<file path="src/rtl/shift_rotate_unit.sv">
// shift_rotate_unit
//   Sequential shifter/rotator. It moves the operand by one bit position per
//   clock, so an operation of count n keeps the unit busy for n cycles.
//
//   Ports
//     Clock    : rising-edge clock
//     Clear    : asynchronous active-low reset
//     start    : request; accepted in IDLE or DONE, ignored in RUN
//     op       : 000 SHL, 001 SHR, 010 SHRA, 011 ROL, 100 ROR (others illegal)
//     operand  : value to shift (WIDTH bits)
//     count    : shift amount, 0..WIDTH-1 (CNTW = log2(WIDTH) bits)
//     busy     : high while in RUN
//     done     : one-cycle completion strobe (state DONE)
//     result   : shifted value, held from DONE until the next accepted start
//     cout     : last bit shifted/rotated out (0 for count 0 or illegal op)
//     err      : illegal op code for the completed operation
module shift_rotate_unit #(
   parameter int WIDTH = 32,
   parameter int CNTW  = 5
) (
   input  logic             Clock,
   input  logic             Clear,
   input  logic             start,
   input  logic [2:0]       op,
   input  logic [WIDTH-1:0] operand,
   input  logic [CNTW-1:0]  count,
   output logic             busy,
   output logic             done,
   output logic [WIDTH-1:0] result,
   output logic             cout,
   output logic             err
);

   localparam logic [2:0] OP_SHL  = 3'b000;
   localparam logic [2:0] OP_SHR  = 3'b001;
   localparam logic [2:0] OP_SHRA = 3'b010;
   localparam logic [2:0] OP_ROL  = 3'b011;
   localparam logic [2:0] OP_ROR  = 3'b100;

   typedef enum logic [1:0] {
      IDLE = 2'd0,
      RUN  = 2'd1,
      DONE = 2'd2
   } state_t;

   // Everything that describes an operation in flight.
   typedef struct packed {
      logic [2:0]       op;
      logic [CNTW-1:0]  rem;
      logic [WIDTH-1:0] work;
      logic             cout;
      logic             err;
   } ctx_t;

   state_t state, state_nxt;
   ctx_t   ctx, ctx_nxt;

   logic             illegal;
   logic [WIDTH-1:0] step_val;
   logic             step_out;

   assign illegal = (op > OP_ROR);

   // One-position step of the working register for the latched op.
   // SHRA re-inserts the current MSB; since every step preserves it, this
   // is always the original operand's sign bit.
   always_comb begin
      step_val = ctx.work;
      step_out = 1'b0;
      case (ctx.op)
         OP_SHL: begin
            step_val = {ctx.work[WIDTH-2:0], 1'b0};
            step_out = ctx.work[WIDTH-1];
         end
         OP_SHR: begin
            step_val = {1'b0, ctx.work[WIDTH-1:1]};
            step_out = ctx.work[0];
         end
         OP_SHRA: begin
            step_val = {ctx.work[WIDTH-1], ctx.work[WIDTH-1:1]};
            step_out = ctx.work[0];
         end
         OP_ROL: begin
            step_val = {ctx.work[WIDTH-2:0], ctx.work[WIDTH-1]};
            step_out = ctx.work[WIDTH-1];
         end
         OP_ROR: begin
            step_val = {ctx.work[0], ctx.work[WIDTH-1:1]};
            step_out = ctx.work[0];
         end
         default: begin
            // Illegal ops never enter RUN; hold the register.
            step_val = ctx.work;
            step_out = 1'b0;
         end
      endcase
   end

   // Next-state and context update.
   always_comb begin
      state_nxt = state;
      ctx_nxt   = ctx;
      case (state)
         IDLE, DONE: begin
            if (start) begin
               ctx_nxt.op   = op;
               ctx_nxt.rem  = count;
               ctx_nxt.work = operand;
               ctx_nxt.cout = 1'b0;
               ctx_nxt.err  = illegal;
               // Illegal op or zero count completes on the accepting edge
               // with result = operand and cout = 0.
               if (illegal || (count == '0)) begin
                  state_nxt = DONE;
               end else begin
                  state_nxt = RUN;
               end
            end else begin
               state_nxt = IDLE;
            end
         end
         RUN: begin
            ctx_nxt.work = step_val;
            ctx_nxt.cout = step_out;
            ctx_nxt.rem  = ctx.rem - CNTW'(1);
            if (ctx.rem == CNTW'(1)) begin
               state_nxt = DONE;
            end
         end
         default: begin
            state_nxt = IDLE;
         end
      endcase
   end

   always_ff @(posedge Clock or negedge Clear) begin
      if (!Clear) begin
         state <= IDLE;
         ctx   <= '0;
      end else begin
         state <= state_nxt;
         ctx   <= ctx_nxt;
      end
   end

   assign busy   = (state == RUN);
   assign done   = (state == DONE);
   assign result = ctx.work;
   assign cout   = ctx.cout;
   assign err    = ctx.err;

endmodule

</file>
<file path="config.mk">
export PLATFORM = sky130hd
export DESIGN_NAME = shift_rotate_unit
export DESIGN_NICKNAME = d
export VERILOG_FILES = /design/src/rtl/shift_rotate_unit.sv
export SDC_FILE = /design/constraint.sdc
export NUM_CORES = 1
export LEC_CHECK = 0
export BUFFER_PORTS_ARGS = -buffer_cell sky130_fd_sc_hd__buf_2
export CAP_MARGIN = 20
export CORE_MARGIN = 5
export CORE_UTILIZATION = 47
export DETAILED_ROUTE_END_ITERATION = 8
export MAX_ROUTING_LAYER = met4
export PLACE_DENSITY = 0.78
export SETUP_SLACK_MARGIN = 0.15
export SYNTH_ARGS = -nofsm -noshare
export SYNTH_HDL_FRONTEND = slang
export SYNTH_SLANG_ARGS = --single-unit
</file>
<file path="constraint.sdc">
create_clock -name Clock -period 1.5 [get_ports Clock]
set_input_delay 0.15 -clock Clock [delete_from_list [all_inputs] [get_ports Clock]]
set_output_delay 0.15 -clock Clock [all_outputs]
set_load 0.05 [all_outputs]
</file>
Word-level counts from Yosys, hierarchy flattened. Index checks and enable logic that the tools add are counted.

Order comparisons: 1. Add/subtract/negate cells: 1. Equality and inequality tests: 12. Muxes and demuxes: 8. Reduce and logical (&&, ||, !) cells: 12.

Operator list (number): $pmux W32 S5 (1); $pmux W38 S2 (1); $mux W39 (1); $eq A3 B2 Y1 const B (2); $mux W2 (3); $ne A6 B1 Y1 const B (1); $eq A5 B1 Y1 const B (1); $logic_not A5 Y1 (1); $ne A5 B1 Y1 const B (1); $sub A5 B1 Y5 const B (1); $ne A2 B2 Y1 const B (2); $pmux W2 S2 (1); $reduce_and A2 Y1 (2); $reduce_and A4 Y1 (1); $reduce_or A2 Y1 (2); $eq A3 B1 Y1 const B (1); $eq A3 B3 Y1 const B (1); $gt A3 B3 Y1 const B (1); $logic_not A3 Y1 (1); $reduce_and A3 Y1 (1); $reduce_or A3 Y1 (1); $eq A2 B1 Y1 const B (1); $eq A2 B2 Y1 const B (1); $logic_not A2 Y1 (1); 4 further kinds (4).

Flip-flop bits (word level): 44. Input port bits: 43. Output and inout port bits: 36.

Depth between registers and ports, before layout. Gate-level depths: netlist (run 1).

Word-level depth: 5. Mapped depth: 7. Gate-level depth less buffers: 5.

Worst setup path before layout (run 1). OpenSTA, ideal clock, no wires.

Path kind: reg2reg. Start: reg state[1]. End: reg ctx (netlist bit result[11]). Buffers on the path: 2. Path slack: -120 ps. Period minus slack after synthesis: 1620 ps. Arrival: 1487 ps. Cell stages (with the launch flop): 8. Required time: 1367 ps. Setup time: 133 ps. Cells stage by stage: dfrtp_1 -> nand2b_1 -> buf_2 -> inv_2 -> a21oi_1 -> clkbuf_1 -> a32oi_1 -> o21ai_0.

Elaborated cells on any way between the ends: 9. Those cells by class: 4 x eq/ne; 1 x mux; 4 x reduce/logical.

RTL lines: start: declaration (RTL line 55) `state_t state, state_nxt;`; start signal: assignment (RTL line 141) `state <= state_nxt;`; $eq A2 B1 Y1 (*); via busy (RTL line 27) `output logic busy,`; $ne A6 B1 Y1 (no source line) / $reduce_bool A2 Y1 (equally long branches); $reduce_and A3 Y1 (no source line); end signal: assignment (RTL line 142) `ctx <= ctx_nxt;`; end: declaration (RTL line 56) `ctx_t ctx, ctx_nxt;`.

The timed path passes the listed nets; every way through them passes the cells marked *. A chain may end at the register's enable or synchronous reset.

Worst setup path in the final report (run 1).
Start: reg ctx[39] (netlist name). End: reg ctx (netlist bit result[12]).

Cells in the longest elaborated chain, start to end: 3. Elaborated cells on any way between the ends: 9. Those cells by class: 5 x eq/ne; 2 x mux; 2 x reduce/logical.

Ends and longest elaborated chain: $eq A3 B3 Y1, or another cell as far along (RTL line 70) `case (ctx.op)`; $pmux W32 S5 / $ne A6 B1 Y1 (equally long branches); $pmux W38 S2 / $reduce_and A3 Y1 (equally long branches).

Parallel ways exist; a longest one is shown, timed or not.

==> Flow_metrics.wiki, run 1 <==
{| class="wikitable"
! Metric !! Value
|-
| Run status || finished with violations
|-
| Failing checks || setup timing
|-
| Routed metal-1 wire length || 3.020 mm
|-
| Total buffers and inverters traversed by the critical path || 1
|-
| Fin Clk Skew || 2.017 ps
|-
| Fill cell count || 473
|-
| Min-Delay Path Depth || 3
|-
| Initial Utilization || 47.99%
|-
| DIE WIDTH || 84.52 µm
|-
| Total number of placement rows || 27
|-
| Synthesized instance count || 262
|-
| Drt drc || 0
|-
| Die height || 84.52 µm
|-
| Worst r2r dst || result[12]$_DFFE_PN0P_
|-
| Half-perimeter wire length after placement || 4.628 mm
|-
| Final clock period utilization by the worst path || 104.7%
|-
| CP top delay family || simple AND/OR/NAND/NOR gates
|-
| YS warnings || 0
|-
| Wire length per cell after detailed routing || 17.19 µm
|-
| Arrival time at the worst endpoint || 1750 ps
|-
| Initial DRC count || 172
|-
| Number of max-cap violations || 0
|-
| Final setup violation count || 32
|-
| Clock-pin slew on the worst setup and hold paths || 80 ps
|-
| CTS tree || done
|-
| Top-Level Pins || 79
|-
| Vias in the first global route || 2312
|-
| Leading register cell type out of synthesis || dfrtp_1
|-
| Cell taking the most area after synthesis || dfrtp_1
|-
| RSZ-0062 raised after global routing || yes
|-
| Total overflow reported by the global router || 0
|-
| Critical path data required time || 1680 ps
|-
| Global-route wire length before repair || 11.18 mm
|-
| Max-slew violation count || 0
|-
| Yosys top cell area share || 42.19%
|-
| F_max || 636.9 MHz
|-
| Clk_lat worst skew || 290 ps
|-
| Critical path capture point type || flop
|-
| H-tree levels || 2
|-
| Count of unique library cells instantiated by Yosys || 36
|-
| Number of diodes added for antenna fixing || 0
|-
| Critical hold path startpoint || op[0]
|-
| DR WL met2 || 3.419 mm
|-
| Proportion of synthesized chip area in sequential cells || 42.19%
|-
| Minimum period implied by the final worst setup slack || 1570 ps
|-
| Top cell types by occurrence after synthesis || 44 x dfrtp_1, 33 x o21ai_0, 32 x buf_4
|-
| Reg2reg path depth || 5
|-
| Origin of the critical flop-to-flop path || ctx[39]$_DFFE_PN0P_
|-
| Largest fanout of any net on the critical path || 14
|-
| Area of the die || 7144 µm²
|-
| Vias/cell || 5.729
|-
| Initial antenna violation count || 0
|-
| Largest net degree at the start of global routing || 45
|-
| Hold Vio Cnt, Final || 0
|-
| Setup Crit Path Kind || flop to flop
|-
| Iteration count of the initial detailed-routing pass || 4
|-
| Post-synthesis cell area || 2610 µm²
|-
| Sink of the worst hold path || ctx[39]$_DFFE_PN0P_
|-
| Share of cells above drive strength 1 || 44.55%
|-
| Final weighted congestion in routability-driven placement || 0.8507
|-
| Core area || 5439 µm²
|-
| Total Routing Usage GR || 19.51%
|-
| Mean Syn Cell Area || 9.962 µm²
|-
| Total stage count of the critical path || 5
|-
| Cell Chain, Critical Path || or3_4 -> nand3_4 -> buf_12 -> mux2i_2 -> o21ai_2
|-
| Async set-reset flop share out of synthesis || 100.0%
|-
| Clock Tree Root || clkbuf_8
|-
| Area contributors post-synth || dfrtp_1 42%, mux2i_1 12%, a32oi_1 9.7%
|-
| Critical Path Source Type || flop
|-
| Top Layer Used || met4
|-
| Normalized max-slew margin || 62.87%
|-
| Number of enable-type register cells in the synthesized netlist || 0
|-
| Slew at the pin closest to its max-slew limit || 556.9 ps
|-
| Register bit count reported by yosys || 44
|-
| Most frequent cell after synthesis || dfrtp_1
|-
| Bufs on Longest Clock Path || 2
|-
| Synthesized Nets || 307
|-
| Max stage delay cell, worst path || dfrtp_2
|-
| IO Port Bufs || 78
|-
| Crit path largest cell delay || 460 ps
|-
| Clock sinks || 44
|-
| Total wire length || 6.912 mm
|-
| Worst Hold Class || primary input to flop
|-
| Number of nets in the finished design || 375
|-
| Utilization after layout || 60.98%
|-
| Minimum setup slack in the final design || -70.16 ps
|-
| Number of vias in the routed layout || 2303
|-
| Routed wl met3 || 369 µm
|-
| Total clock buffers created by CTS || 5
|-
| Area growth, synth to finish || 27.09%
|-
| Number of nets with antenna violations after routing || 0
|-
| Reg2reg setup slack || -70 ps
|}
worst min-delay path, delay by kind of cell:
kind	cells	cell delay (ps)
buffers and inverters	1	80
and+or+nand+nor	2	90
metal layers:
metal	track usage (%)	vias to the layer above
met1	24.61	1130
met3	4.612	14
met4	4.748	0
met5	-	-
met2	31.74	79
li1	-	1080
what timing repair did:
| action | in CTS | in global routing |
|---|---|---|
| pin swaps | 2 | 2 |
| endpoints found under the setup margin | 38 | 36 |
| hold buffers | 1 | 0 |
| endpoints found under the hold margin | 44 | 0 |
| gates cloned | 0 | 0 |
| gates resized for setup | 35 | 24 |
| buffers inserted | 5 | 5 |
how the worst max path moves through the flow:
| stage | from | to | slack (ps) |
|---|---|---|---|
| floorplan | ctx[40]$_DFFE_PN0P_ | result[2]$_DFFE_PN0P_ | -70 |
| global placement | ctx[39]$_DFFE_PN0P_ | result[31]$_DFFE_PN0P_ | -30 |
| detailed placement | ctx[39]$_DFFE_PN0P_ | result[31]$_DFFE_PN0P_ | -90 |
| CTS | ctx[40]$_DFFE_PN0P_ | result[12]$_DFFE_PN0P_ | -50 |
| global route | ctx[39]$_DFFE_PN0P_ | result[29]$_DFFE_PN0P_ | -130 |
| finish | ctx[39]$_DFFE_PN0P_ | result[12]$_DFFE_PN0P_ | -70 |
per-stage QoR:
stage                     instances  hold slack (ps)  TNS [ps]  worst slack (ps)  instance area, µm²
after floorplan                 262           -145.6    -111.4            -71.84                2638
after global placement          384            255.4    -224.9            -28.94                2957
after detailed placement        384            267.6     -1364            -86.76                2957
after CTS                       397            57.23    -549.6            -51.13                3187
final                           402            61.46     -1019            -70.16                3317
after global routing            402            73.77     -2722            -130.6                3317
flip-flops by register name, indices dropped and copies added (netlist names):
signal  cells
cout        1
ctx         8
err         1
result     32
state       2
final cells by class:
type                            instances  area (µm²)  share of cell area (%)
Sequential cell                        44        1104                   33.27
Timing Repair Buffer                  112       705.7                   21.28
Multi-Input combinational cell        159        1279                   38.55
Tap cell                               72       90.09                   2.716
Clock buffer                            7       96.34                   2.905
Inverter                                8       42.54                   1.283
placed cells by master, fill, tap and decap left out, types with 5 or more instances in the layout:
cell / count
dfrtp_1: 42
buf_4: 24
mux2i_1: 28
a32oi_1: 29
clkbuf_8: 7
o21ai_1: 30
nand2_1: 14
buf_2: 77
nor2_1: 5
buf_6: 8
o21ai_0: 5
inv_1: 7
cells by family after synthesis:
logic type,after synthesis,synth area share [%]
xor+xnor,1,0.3356
mux,32,12.37
buf+inv,59,14.67
compound gates,87,22.44
fa+ha+maj,2,0.9586
flops,44,42.19
simple gates,37,7.046
Power of run 1 is not shown: default switching activity piles up to over one toggle a cycle in this logic, so the estimate is an artifact.
==> inputs of run 2 (changes only) <==
- ABC_AREA: not set -> 1
- CORE_UTILIZATION: 47 -> 49
- PLACE_DENSITY: 0.78 -> 0.76
==> run 2 against run 1 <==
The run now ends clean; final cell count is 92% higher; clock-buffer cell count is 1 lower; clock skew is 3.3 ps higher; non-clock buffer count is 15 higher; highest routed layer unchanged.
==> Flow_metrics.wiki, run 2 <==
{| class="wikitable"
! Metric !! Value
|-
| Share of cells above drive strength 1 || 24.70%
|-
| Wire length per cell after detailed routing || 15.35 µm
|-
| Critical Path Source Type || flop
|-
| Top-Level Pins || 79
|-
| Worst r2r dst || result[18]$_DFFE_PN0P_
|-
| Final weighted congestion in routability-driven placement || 0.8737
|-
| Cell Chain, Critical Path || nor2_4 -> buf_12 -> nor2_4 -> buf_12 -> clkbuf_16 -> a21oi_2 -> a21oi_1
|-
| Clock-pin slew on the worst setup and hold paths || 90 ps
|-
| Max stage delay cell, worst path || dfrtp_1
|-
| Number of enable-type register cells in the synthesized netlist || 0
|-
| Async set-reset flop share out of synthesis || 100.0%
|-
| Half-perimeter wire length after placement || 7.504 mm
|-
| Arrival time at the worst endpoint || 1630 ps
|-
| Total clock buffers created by CTS || 5
|-
| Max-slew violation count || 0
|-
| CP top delay family || buffers and inverters
|-
| CTS tree || done
|-
| Core area || 7767 µm²
|-
| Met3 track demand over resource || 3.787%
|-
| Clk_lat worst skew || 310 ps
|-
| Min-Delay Path Depth || 3
|-
| Area of the die || 9917 µm²
|-
| F_max || 696.8 MHz
|-
| Number of vias in the routed layout || 4595
|-
| Proportion of synthesized chip area in sequential cells || 28.00%
|-
| Critical hold path startpoint || count[1]
|-
| Post-synthesis cell area || 3933 µm²
|-
| Initial antenna violation count || 0
|-
| RSZ-0062 raised after global routing || yes
|-
| DIE WIDTH || 99.59 µm
|-
| Final clock period utilization by the worst path || 95.67%
|-
| Yosys top cell area share || 28.00%
|-
| Count of unique library cells instantiated by Yosys || 26
|-
| Fin Clk Skew || 5.306 ps
|-
| Clock Tree Root || clkbuf_8
|-
| Area growth, synth to finish || 20.33%
|-
| Vias in the first global route || 4137
|-
| Total wire length || 11.82 mm
|-
| Storage element area || 1105 µm²
|-
| Reg2reg setup slack || 60 ps
|-
| Minimum period implied by the final worst setup slack || 1435 ps
|-
| Cell taking the most area after synthesis || dfrtp_1
|-
| Final setup violation count || 0
|-
| Total buffers and inverters traversed by the critical path || 3
|-
| Initial Utilization || 50.63%
|-
| Synthesized instance count || 622
|-
| Number of max-cap violations || 0
|-
| Drt drc || 0
|-
| Slew at the pin closest to its max-slew limit || 405.4 ps
|-
| Global-route wire length before repair || 18.82 mm
|-
| Total overflow reported by the global router || 0
|-
| Die height || 99.59 µm
|-
| Fill cell count || 745
|-
| Largest net degree at the start of global routing || 41
|-
| Total Routing Usage GR || 22.95%
|-
| Worst hold slack || 117.0 ps
|-
| Leading cell type in the layout, fill and taps excluded || nand2_1
|-
| Area contributors post-synth || dfrtp_1 28%, nand4_1 14%, nand2_1 13%
|-
| Register bit count reported by yosys || 44
|-
| GRT busiest layer || met2
|-
| Run status || finished clean
|-
| Crit path largest cell delay || 420 ps
|-
| Synthesized Nets || 667
|-
| Most used cells in the layout excluding fill and tap cells || 138 x nand2_1, 90 x nand4_1, 78 x buf_2, 74 x nor2_1, 70 x nand3_1
|-
| Vias/cell || 5.968
|-
| Max FFs per register || 32
|-
| Iteration count of the initial detailed-routing pass || 5
|-
| Total number of placement rows || 32
|-
| Initial DRC count || 455
|-
| Most frequent cell after synthesis || nand2_1
|-
| Met1 demand-to-capacity share in global routing || 30.39%
|-
| Met2 Resource Use GR || 36.83%
|-
| Clock sinks || 44
|-
| Top cell types by occurrence after synthesis || 139 x nand2_1, 90 x nand4_1, 75 x nor2_1
|-
| Mean Syn Cell Area || 6.322 µm²
|-
| Area taken by multi-input logic gates || 2341 µm²
|-
| Bufs on Longest Clock Path || 2
|-
| YS warnings || 0
|-
| Normalized max-slew margin || 72.97%
|-
| Critical path capture point type || flop
|-
| Setup TNS || 0 ps
|-
| Sink of the worst hold path || ctx[35]$_DFFE_PN0P_
|-
| H-tree levels || 2
|-
| Number of diodes added for antenna fixing || 0
|-
| Hold Vio Cnt, Final || 0
|-
| Reg2reg path depth || 7
|-
| Setup Crit Path Kind || flop to flop
|-
| Number of nets with antenna violations after routing || 0
|-
| Origin of the critical flop-to-flop path || state[1]$_DFFE_PN0P_
|-
| Leading register cell type out of synthesis || dfrtp_1
|-
| IO Port Bufs || 78
|-
| Largest fanout of any net on the critical path || 6
|-
| Number of nets in the finished design || 712
|-
| Worst Hold Class || primary input to flop
|-
| Critical path data required time || 1700 ps
|}
run 2: changes by cell type after synthesis, moves of 20 or more:
cell,change
a32oi_1,-29
nand3_1,+68
o21ai_0,-24
mux2i_1,-30
nand4_1,+90
a21oi_1,+66
nand2_1,+124
buf_2,+20
nor2_1,+69
run 2: tightest hold or removal path, delay by kind of cell:
family | cells | cell delay (ps)
buffers and inverters | 1 | 90
AO/OA/AOI/OAI | 1 | 70
AND/OR/NAND/NOR | 1 | 80
run 2: cell type report:
| class | instances | share of cell area [%] |
|---|---|---|
| clock inverters | 2 | 0.2115 |
| clock buffers | 6 | 1.745 |
| multi-input cells | 473 | 49.47 |
| repair buffers | 127 | 20.99 |
| well taps | 102 | 2.697 |
| inverters | 16 | 1.534 |
| flip-flops and latches | 44 | 23.35 |
run 2: kinds of logic (layout without fill, tap and decap cells):
group	count (synthesis)	in the layout	share of synthesized area, %
flops	44	44	28.00
simple gates	382	382	45.08
compound gates	88	88	11.52
fa+ha+maj	2	2	0.6362
buf+inv	105	151	14.54
xor+xnor	1	1	0.2228
run 2: routing by layer:
metal / routed length, µm / part of all wire, %
met4: 220 / 1.9
met2: 5692 / 48
met3: 944 / 8.0
met5: 0 / 0
met1: 4962 / 42
run 2: how the worst max path moves through the flow:
stage / start / to / slack [ps] / cells after the start
floorplan: ctx[41]$_DFFE_PN0P_ / result[0]$_DFFE_PN0P_ / 150 / 8
detailed placement: state[1]$_DFFE_PN0P_ / result[3]$_DFFE_PN0P_ / -30 / 7
global placement: ctx[40]$_DFFE_PN0P_ / result[9]$_DFFE_PN0P_ / 60 / 8
global route: ctx[41]$_DFFE_PN0P_ / result[16]$_DFFE_PN0P_ / -50 / 8
finish: state[1]$_DFFE_PN0P_ / result[18]$_DFFE_PN0P_ / 60 / 7
CTS: ctx[40]$_DFFE_PN0P_ / result[29]$_DFFE_PN0P_ / 80 / 8
run 2: per-stage QoR:
stage	std cells	setup slack [ps]	util, %	area (µm²)
finish	770	64.93	60.92	4732
global route	770	-47.08	60.92	4732
CTS	758	83.33	57.07	4433
detailed placement	748	-32.89	54.69	4248
global placement	748	59.65	54.69	4248
floorplan	622	150.4	-	3934
run 2: timing repair:
action,CTS,global route
hold buffers,1,0
endpoints found under the setup margin,33,37
pin swaps,1,7
gates cloned,0,5
hold endpoints to repair,15,0
gates resized for setup,20,39
buffers inserted,1,7
Power of run 2 is left out for the same reason.
